[config.mk]
export PLATFORM = sky130hd
export DESIGN_NAME = calc_ctrl
export DESIGN_NICKNAME = d
export VERILOG_FILES = /design/src/rtl/calc_pkg.sv /design/src/rtl/calc_alu.sv /design/src/rtl/calc_ctrl.sv
export SDC_FILE = /design/constraint.sdc
export NUM_CORES = 1
export LEC_CHECK = 0
export ABC_AREA = 1
export ABC_CLOCK_PERIOD_IN_PS = 2800
export BUFFER_PORTS_ARGS = -buffer_cell sky130_fd_sc_hd__buf_2
export CORE_UTILIZATION = 55
export CTS_BUF_LIST = sky130_fd_sc_hd__clkbuf_2
export DETAILED_ROUTE_END_ITERATION = 8
export PLACE_DENSITY = 0.74
export SYNTH_ARGS = -nofsm -noshare
export SYNTH_HDL_FRONTEND = slang
export SYNTH_SLANG_ARGS = --single-unit
export TNS_END_PERCENT = 5
[constraint.sdc]
create_clock -name CLK -period 2.8 [get_ports CLK]
set_input_delay 0.14 -clock CLK [delete_from_list [all_inputs] [get_ports CLK]]
set_output_delay 0.14 -clock CLK [all_outputs]
set_load 0.02 [all_outputs]
[src/rtl/calc_pkg.sv]
// calc_pkg: shared definitions for the keypad calculator controller.
// Holds key codes, operator encoding, FSM state encoding, the result width
// and small key-classification / decimal-accumulate helpers.
package calc_pkg;

    localparam int RESULT_W = 6;

    localparam logic [3:0] KEY_PLUS  = 4'hA;
    localparam logic [3:0] KEY_MINUS = 4'hB;
    localparam logic [3:0] KEY_EQ    = 4'hE;
    localparam logic [3:0] KEY_CLR   = 4'hF;

    typedef enum logic [1:0] {
        OP_NONE = 2'b00,
        OP_ADD  = 2'b01,
        OP_SUB  = 2'b10
    } op_e;

    typedef enum logic [2:0] {
        ENTER_A = 3'd0,
        OP_WAIT = 3'd1,
        ENTER_B = 3'd2,
        EXEC    = 3'd3,
        SHOW    = 3'd4,
        ERROR   = 3'd5
    } state_e;

    function automatic logic is_digit(input logic [3:0] key);
        return key <= 4'd9;
    endfunction

    function automatic logic is_op(input logic [3:0] key);
        return (key == KEY_PLUS) || (key == KEY_MINUS);
    endfunction

    function automatic op_e key_to_op(input logic [3:0] key);
        return (key == KEY_MINUS) ? OP_SUB : OP_ADD;
    endfunction

    // value*10 + d, kept 8 bits wide so an entry past 15 is visible to the caller.
    function automatic logic [7:0] mul10_add(input logic [3:0] value, input logic [3:0] d);
        logic [7:0] v;
        v = {4'b0000, value};
        return (v << 3) + (v << 1) + {4'b0000, d};
    endfunction

endpackage

[src/rtl/calc_alu.sv]
// calc_alu: combinational add/subtract of two 4-bit unsigned operands.
// Ports:
//   a  [3:0]          operand A
//   b  [3:0]          operand B
//   op                operator (none/add/sub)
//   r  [RESULT_W-1:0] signed result, A+B or A-B; passes A through for none
module calc_alu
    import calc_pkg::*;
(
    input  logic        [3:0]          a,
    input  logic        [3:0]          b,
    input  op_e                        op,
    output logic signed [RESULT_W-1:0] r
);

    logic [RESULT_W-1:0] a_ext;
    logic [RESULT_W-1:0] b_ext;

    assign a_ext = {2'b00, a};
    assign b_ext = {2'b00, b};

    // Operands are zero-extended, so the 6-bit result spans -15..30 without overflow.
    always_comb begin
        case (op)
            OP_ADD:  r = a_ext + b_ext;
            OP_SUB:  r = a_ext - b_ext;
            default: r = a_ext;
        endcase
    end

endmodule

[src/rtl/calc_ctrl.sv]
// calc_ctrl: keypad sequencer for the 4-bit calculator datapath.
// Collects operand A, operator and operand B from key strobes, runs one
// add/subtract in a dedicated execute cycle and holds the result for display.
// Ports:
//   CLK        system clock, rising edge
//   RESET      asynchronous active-high reset
//   KEY_VALID  one-cycle key strobe, honoured only while KEY_READY=1
//   KEY_CODE   0-9 digit, A '+', B '-', E '=', F clear, others ignored
//   KEY_READY  low during the execute cycle
//   DISP_DATA  two's-complement value to display
//   OP_SEL     stored operator (00 none, 01 add, 10 sub)
//   ERR        error flag, cleared only by clear or reset
//
// state   | meaning
// --------+-----------------------------------------------
// ENTER_A | accumulating operand A, display shows A
// OP_WAIT | operator stored, waiting for first B digit
// ENTER_B | accumulating operand B, display shows B
// EXEC    | one-cycle compute, keys dropped
// SHOW    | result R displayed, chain / repeat '=' allowed
// ERROR   | entry or chaining out of range, only clear exits
module calc_ctrl
    import calc_pkg::*;
(
    input  logic                CLK,
    input  logic                RESET,
    input  logic                KEY_VALID,
    input  logic [3:0]          KEY_CODE,
    output logic                KEY_READY,
    output logic [RESULT_W-1:0] DISP_DATA,
    output logic [1:0]          OP_SEL,
    output logic                ERR
);

    state_e                     state, state_nx;
    logic [3:0]                 a_q, a_nx;
    logic [3:0]                 b_q, b_nx;
    logic signed [RESULT_W-1:0] r_q, r_nx;
    op_e                        op_q, op_nx;
    logic [RESULT_W-1:0]        disp_q, disp_nx;

    logic signed [RESULT_W-1:0] alu_r;
    logic                       key_acc;
    logic [7:0]                 acc_a;
    logic [7:0]                 acc_b;
    logic                       r_in_range;

    calc_alu u_alu (
        .a  (a_q),
        .b  (b_q),
        .op (op_q),
        .r  (alu_r)
    );

    assign key_acc    = KEY_VALID && (state != EXEC);
    assign acc_a      = mul10_add(a_q, KEY_CODE);
    assign acc_b      = mul10_add(b_q, KEY_CODE);
    // 0..15 exactly when the two top bits of the signed result are clear.
    assign r_in_range = (r_q[RESULT_W-1:4] == 2'b00);

    always_ff @(posedge CLK or posedge RESET) begin
        if (RESET) begin
            state  <= ENTER_A;
            a_q    <= '0;
            b_q    <= '0;
            r_q    <= '0;
            op_q   <= OP_NONE;
            disp_q <= '0;
        end else begin
            state  <= state_nx;
            a_q    <= a_nx;
            b_q    <= b_nx;
            r_q    <= r_nx;
            op_q   <= op_nx;
            disp_q <= disp_nx;
        end
    end

    always_comb begin
        state_nx = state;
        a_nx     = a_q;
        b_nx     = b_q;
        r_nx     = r_q;
        op_nx    = op_q;
        disp_nx  = disp_q;

        if (state == EXEC) begin
            r_nx     = alu_r;
            disp_nx  = alu_r;
            state_nx = SHOW;
        end else if (key_acc) begin
            if (KEY_CODE == KEY_CLR) begin
                state_nx = ENTER_A;
                a_nx     = '0;
                b_nx     = '0;
                r_nx     = '0;
                op_nx    = OP_NONE;
                disp_nx  = '0;
            end else begin
                case (state)
                    ENTER_A: begin
                        if (is_digit(KEY_CODE)) begin
                            if (acc_a > 8'd15) begin
                                state_nx = ERROR;
                                disp_nx  = '0;
                            end else begin
                                a_nx    = acc_a[3:0];
                                disp_nx = {2'b00, acc_a[3:0]};
                            end
                        end else if (is_op(KEY_CODE)) begin
                            op_nx    = key_to_op(KEY_CODE);
                            state_nx = OP_WAIT;
                        end
                    end
                    OP_WAIT: begin
                        if (is_digit(KEY_CODE)) begin
                            b_nx     = KEY_CODE;
                            disp_nx  = {2'b00, KEY_CODE};
                            state_nx = ENTER_B;
                        end else if (is_op(KEY_CODE)) begin
                            op_nx = key_to_op(KEY_CODE);
                        end
                    end
                    ENTER_B: begin
                        if (is_digit(KEY_CODE)) begin
                            if (acc_b > 8'd15) begin
                                state_nx = ERROR;
                                disp_nx  = '0;
                            end else begin
                                b_nx    = acc_b[3:0];
                                disp_nx = {2'b00, acc_b[3:0]};
                            end
                        end else if (KEY_CODE == KEY_EQ) begin
                            state_nx = EXEC;
                        end
                    end
                    SHOW: begin
                        if (is_digit(KEY_CODE)) begin
                            a_nx     = KEY_CODE;
                            b_nx     = '0;
                            op_nx    = OP_NONE;
                            disp_nx  = {2'b00, KEY_CODE};
                            state_nx = ENTER_A;
                        end else if (is_op(KEY_CODE) || (KEY_CODE == KEY_EQ)) begin
                            if (r_in_range) begin
                                a_nx = r_q[3:0];
                                if (KEY_CODE == KEY_EQ) begin
                                    state_nx = EXEC;
                                end else begin
                                    op_nx    = key_to_op(KEY_CODE);
                                    state_nx = OP_WAIT;
                                end
                            end else begin
                                state_nx = ERROR;
                                disp_nx  = '0;
                            end
                        end
                    end
                    default: ;
                endcase
            end
        end
    end

    always_comb begin
        KEY_READY = (state != EXEC);
        ERR       = (state == ERROR);
        DISP_DATA = disp_q;
        OP_SEL    = op_q;
    end

endmodule

* Word-level counts from Yosys, hierarchy flattened
Cells that the tools add are included.
** Operators by class
- $add $sub $neg :: 6
- Order comparisons :: 3
- Eq/ne operators :: 32
- Multiplexer cells :: 53
- Bitwise operators :: 1
- Reduce and logical (&&, ||, !) cells :: 18
** Operators with widths (number)
- two-way mux 6 bit :: 12
- two-way mux 4 bit :: 13
- two-way mux 3 bit :: 13
- != test 5 bit, second input constant :: 6
- != test 4 bit, second input constant :: 6
- case mux 6 bit (4 select lines) :: 1
- != test 3 bit, second input constant :: 7
- AND reduction 7 bit :: 3
- two-way mux 2 bit :: 9
- adder 7 x 5 -> 8 bit :: 2
- adder 8 x 4 -> 8 bit :: 2
- == test 4 bit, second input constant :: 4
- > comparator 8 x 4 -> 1 bit, second input constant :: 2
- AND reduction 8 bit :: 2
- case mux 3 bit (4 select lines) :: 1
- case mux 4 bit (3 select lines) :: 1
- case mux 6 bit (2 select lines) :: 1
- case mux 4 bit (2 select lines) :: 1
- == test 3 x 2 -> 1 bit, second input constant :: 2
- == test 3 bit, second input constant :: 2
- nonzero test 3 bit :: 2
- nonzero test 6 bit :: 1
- adder 4 x 4 -> 5 bit :: 1
- subtractor 4 x 4 -> 5 bit :: 1
- 16 further kinds :: 18
** Storage, ports and cells
- Bits in registers :: 25
- Input port bits :: 7
- Output and inout port bits :: 10
- Logic and storage cells :: 119

* Longest topological paths before layout
- Word-level depth :: 9
- Depth in mapped cells :: 15
- Gate-level depth less buffers :: 15

* Hierarchy
Synthesis repeated with hierarchy kept, for this count alone.
** Second synthesis, totals
- Cells, all modules :: 363
- Area, all modules :: 2498.6 um^2
** Modules (own cells, without submodules)
- calc_ctrl :: times used 1, cells an instance 299, area an instance 2108.3 um^2, seq. area each 625.6 um^2
- calc_alu :: times used 1, cells an instance 64, area an instance 390.4 um^2, seq. area each 0.0 um^2

* Least setup slack after synthesis
Ideal clock, no wire load.
- Path type :: flip-flop to flip-flop
- Start point :: register a_q[0]
- End point :: register a_q[0]
- Setup time :: 0.123 ns
- Arrival time :: 2.101 ns
- Required time :: 2.677 ns
- Slack :: 0.575 ns
- Cell stages (with the launch flop) :: 12
- Buffers on the path :: 0
- Clock period less this slack :: 2.225 ns
- Path through :: dfrtp_1 > fa_1 > inv_1 > fa_1 > nand2_1 > inv_1 > nor2_1 > nand3_1 > o21ai_1 > nand2_2 > nor2_1 > a21oi_1
** Between the ends
- Cells in the longest elaborated chain, start to end :: 5
** RTL lines
- from (decl) :: line calc_ctrl.sv:36 : logic [3:0] a_q, a_nx;
- from (signal assigned) :: line calc_ctrl.sv:71 : a_q <= a_nx;
- adder 7 x 5 -> 8 bit :: line calc_pkg.sv:44 : return (v << 3) + (v << 1) + {4'b0000, d};
- adder 8 x 4 -> 8 bit :: line calc_pkg.sv:44
- > comparator 8 x 4 -> 1 bit :: line calc_ctrl.sv:103 : if (acc_a > 8'd15) begin
- != test 3 bit (no line)
- AND reduction 7 bit (no line)
Every way passes these cells.
A chain may end at the register's enable or synchronous reset.

* Final worst setup path
- Start point :: register a_q[0]
- End point :: register disp_q[2] (netlist: DISP_DATA[2])
** Between the ends
- Cells in the longest elaborated chain, start to end :: 9
- Elaborated cells between the ends (all ways) :: 12
- Classes of those cells :: add/sub (4); order compare (1); mux (7)
** RTL lines
- adder 7 x 5 -> 8 bit :: line calc_pkg.sv:44
- adder 8 x 4 -> 8 bit :: line calc_pkg.sv:44
- > comparator 8 x 4 -> 1 bit :: line calc_ctrl.sv:103
- two-way mux 4 bit :: line calc_ctrl.sv:103
- two-way mux 6 bit :: line calc_ctrl.sv:102 : if (is_digit(KEY_CODE)) begin
- case mux 6 bit (4 select lines) :: line calc_ctrl.sv:100 : case (state)
- two-way mux 6 bit :: line calc_ctrl.sv:92 : if (KEY_CODE == KEY_CLR) begin
- two-way mux 6 bit :: line calc_ctrl.sv:91 : end else if (key_acc) begin
- two-way mux 6 bit (*) :: line calc_ctrl.sv:87 : if (state == EXEC) begin
- to (signal assigned) :: line calc_ctrl.sv:75 : disp_q <= disp_nx;
- to (decl) :: line calc_ctrl.sv:40 : logic [RESULT_W-1:0] disp_q, disp_nx;
Every way passes the cells marked *; elsewhere a longest branch is shown, timed or not. The select of a mux whose other input is x is not followed.

==> summary.txt <==
STATUS
------------------------------------------------------------------------------------
Result of the run ..................................................... complete, no violations

FINISH
------------------------------------------------------------------------------------
Post-Layout Cell Count ................................................          424
Share of final-layout standard cells stronger than drive strength 1 ...       13.37%
Synthesis-to-layout area growth .......................................       7.937%
Number of nets at the end of the flow .................................          412
Final cell utilization of the core ....................................       63.29%
Most common cell after layout, fill and taps aside ....................      nand2_1
Post-layout instance area .............................................     2586 µm²
Final-layout fill cell count ..........................................          409
Number of antenna diodes ..............................................            0
Commonest cells after routing, fill and taps aside .................... nand2_1 (108), inv_1 (44), nor2_1 (32)

FLOORPLAN
------------------------------------------------------------------------------------
Initial Utilization ...................................................       58.63%
Area of the die .......................................................     4625 µm²
I/O pin count .........................................................           17
Die Y .................................................................     68.01 µm
Placeable core area ...................................................     4086 µm²
Number of standard-cell rows in the floorplan .........................           23
Die boundary width ....................................................     68.01 µm

YOSYS
------------------------------------------------------------------------------------
Post-synthesis share of cell area spent on xor and xnor gates .........           0%
Mux share of post-synthesis cell area .................................           0%
Post-synthesis adder-cell area fraction ...............................       17.55%
Distinct cell type count after synthesis ..............................           24
Number of cells produced by synthesis .................................          351
FF+latch count, synth .................................................           25
Cells taking the most area after synthesis ............................ dfrtp_1 (26%), nand2_1 (17%), ha_1 (13%)
Portion of synthesized cell area occupied by the leading cell type ....       26.11%
Number of enable-type register cells in the synthesized netlist .......            0
Share of flip-flops with an asynchronous set or reset .................       100.0%
Simple-gate share of the synthesized area .............................       36.34%
Library cell occupying the most area in the post-synthesis netlist ....      dfrtp_1
Mapped Avg Cell Area ..................................................    6.826 µm²
Main combinational cell family by area after synthesis ................ simple AND/OR/NAND/NOR gates
Syn nets ..............................................................          388
Synthesized-area fraction occupied by ao, oa, aoi and oai cells .......       11.85%
Synthesized area ......................................................     2396 µm²
Syn. warnings .........................................................            0
Sequential area share after synthesis .................................       26.11%
Top flip-flop cell by instance count after synthesis ..................      dfrtp_1

TIMING
------------------------------------------------------------------------------------
Final count of hold timing violations .................................            0
Fmax ..................................................................    402.9 MHz
Min cycle time layout .................................................     2.482 ns
Slew at the pin closest to its max-slew limit .........................    0.9371 ns
Number of failing setup endpoints in the final timing report ..........            0
Clock skew ............................................................  0.007169 ns
Period utilisation layout .............................................       88.64%
Total Negative Setup Slacks ...........................................         0 ns
RSZ-0062 raised after global routing ..................................           no
Worst slew margin relative to its limit ...............................       37.46%
Pins over their slew limit ............................................            0

ROUTING
------------------------------------------------------------------------------------
Via count .............................................................        2,315
Residual DRC count ....................................................            0
Number of nets still failing antenna checks after routing .............            0
First DRT Iteration DRCs ..............................................          155
Wire length after detailed routing ....................................      5804 µm
Detailed Routing Iterations Pass 1 ....................................            4
Average via count per standard cell ...................................        5.460
Wire length per cell ..................................................     13.69 µm

CLOCK NETWORK
------------------------------------------------------------------------------------
Total clock sinks .....................................................           25
Number of gates resized after CTS .....................................            0
Clock slew seen by the registers of the worst setup and hold paths ....      0.25 ns
Maximum buffer depth of the clock tree ................................            2
CTS HTree Levels ......................................................            1
Buffer count from post-CTS setup fixing ...............................            0
Root buffer cell ......................................................     clkbuf_2
Source-to-sink clock delay at the later pin of the worst-skew pair ....      0.36 ns
Inserted Clock Buffers ................................................            3
Clock tree from TritonCTS .............................................          yes
Number of hold-repair buffers added at the cts stage ..................            1

CRITICAL PATH
------------------------------------------------------------------------------------
Most Frequent Cell on Critical Path ...................................      nand2_1
Crit path cell chain .................................................. fa_1 > inv_1 > fa_1 > nand2_1 > inv_1 > nor2_1 > nand2_1 > nor2_1 > nand2_1 > nand2_1 > nand2_1 > nand2_1 > nand2_1 > nand2_1
Worst setup path startpoint ...........................................       a_q[0]
Crit Path Max Fanout ..................................................            5
Worst EP arrival ......................................................      2.81 ns
Instance count on the critical path ...................................           14
Worst reg2reg path startpoint .........................................       a_q[0]
Kind of cell adding the most delay to the critical path ...............  adder cells
Type of origin of the critical path ...................................         flop
Kind of critical path .................................................      reg2reg
Count of buffering cells on the critical path with inverters included .            2
Reg-to-Reg End ........................................................ DISP_DATA[2]
Kind of capture point of the worst setup path .........................         flop
Reg2reg path depth ....................................................           14
Critical path's slowest cell ..........................................         fa_1
Slack of the worst reg-to-reg path ....................................      0.32 ns
Critical path's largest stage delay ...................................      0.55 ns
Critical Path RT ......................................................      3.13 ns

PLACEMENT
------------------------------------------------------------------------------------
Number of cells after detailed placement ..............................          419
Placer congestion estimate ............................................       0.9686
Post-DP HPWL ..........................................................      4731 µm
Post-detailed-placement cell area .....................................     2554 µm²
I/O Buffers ...........................................................           16

WORST HOLD PATH
------------------------------------------------------------------------------------
Hold WC Path Type .....................................................       in2reg
End point of the most critical hold path ..............................       b_q[0]
Hold Path Depth .......................................................            3
Hold Startpoint .......................................................  KEY_CODE[0]

GLOBAL ROUTE
------------------------------------------------------------------------------------
Wire length of the first global-routing pass ..........................      9784 µm
Number of antenna violations at the first check in global routing .....            0
Via count of the first global-routing pass ............................        2,081
All-Layer GR Usage ....................................................       28.53%
Aggregate global routing overflow .....................................            0
Pin count of the biggest net entering global routing ..................           26

POWER
------------------------------------------------------------------------------------
Power Dens Cells ......................................................  1053 nW/µm²
Leakage power .........................................................     1.497 nW
Overall power .........................................................   0.002723 W
Peak ir drop on the vdd network .......................................    0.5054 mV

FLOW RUN
------------------------------------------------------------------------------------
Number of max-cap violations ..........................................            0

==> cell usage after synthesis, types with 3 or more instances <==
cell	instances
nand2_1	108
inv_1	44
nor2_1	32
dfrtp_1	25
nand3_1	25
ha_1	24
o21ai_0	19
a21oi_1	17
o21ai_1	9
inv_2	8
nand2_2	7
o211ai_1	7
fa_1	6
nor2_4	5
nand2_4	3
==> cells by family (layout without fill, tap and decap cells) <==
logic type	Yosys count	count (layout)
compound gates	53	53
fa+ha+maj	30	30
flops	25	25
simple gates	191	191
buf+inv	52	75
==> worst min-delay path: cells and delay by family <==
| family | cells | cell delay, ns |
|---|---|---|
| buf+inv | 1 | 0.14 |
| compound gates | 1 | 0.06 |
| simple gates | 1 | 0.07 |
==> area by class of cell <==
cell class / instances / area, µm² / area share (%)
Clock buffer: 3 / 15.01 / 0.5806
Clock inverter: 1 / 7.507 / 0.2903
Multi-Input combinational cell: 274 / 1575 / 60.91
Inverter: 52 / 195.2 / 7.547
Timing Repair Buffer: 19 / 105.1 / 4.064
Sequential cell: 25 / 625.6 / 24.19
Tap cell: 50 / 62.56 / 2.419
==> power by group <==
group	total, W	switching (W)	leakage, nW	internal (W)
combinational	0.00193	0.00124	1.16	0.000691
sequential	0.000643	0.000143	0.319	0.000501
clock	0.000149	0.000116	0.0126	0.0000331
total	0.00272	0.00150	1.50	0.00122
==> per-layer routing <==
layer	vias up	global-route usage, %	share of wire, %
li1	1173	-	-
met1	1060	39.77	47
met2	73	47.30	45
met3	9	2.667	6.5
met4	0	6.510	1.6
met5	-	0	0
==> through the flow <==
| stage | hold WS, ns | setup slack [ns] |
|---|---|---|
| floorplan | 0.1673 | 0.5754 |
| finish | 0.05684 | 0.3182 |
| global placement | 0.3908 | 0.3950 |
| global route | 0.07294 | 0.1224 |
| CTS | 0.05479 | 0.3300 |
| detailed placement | 0.3987 | 0.3669 |
==> how the worst max path moves through the flow <==
stage / end
3_3_place_gp: a_q[0]
5_1_grt: DISP_DATA[2]
6_report: DISP_DATA[2]
3_5_place_dp: DISP_DATA[2]
4_1_cts: DISP_DATA[2]
2_1_floorplan: a_q[0]
==> sequential cells by signal, indices dropped and copies added, names as in the netlist <==
| name | count |
|---|---|
| DISP_DATA | 6 |
| r_q | 6 |
| a_q | 4 |
| b_q | 4 |
| state | 3 |
| OP_SEL | 2 |
No activity file was read; power rests on OpenSTA's default activity.
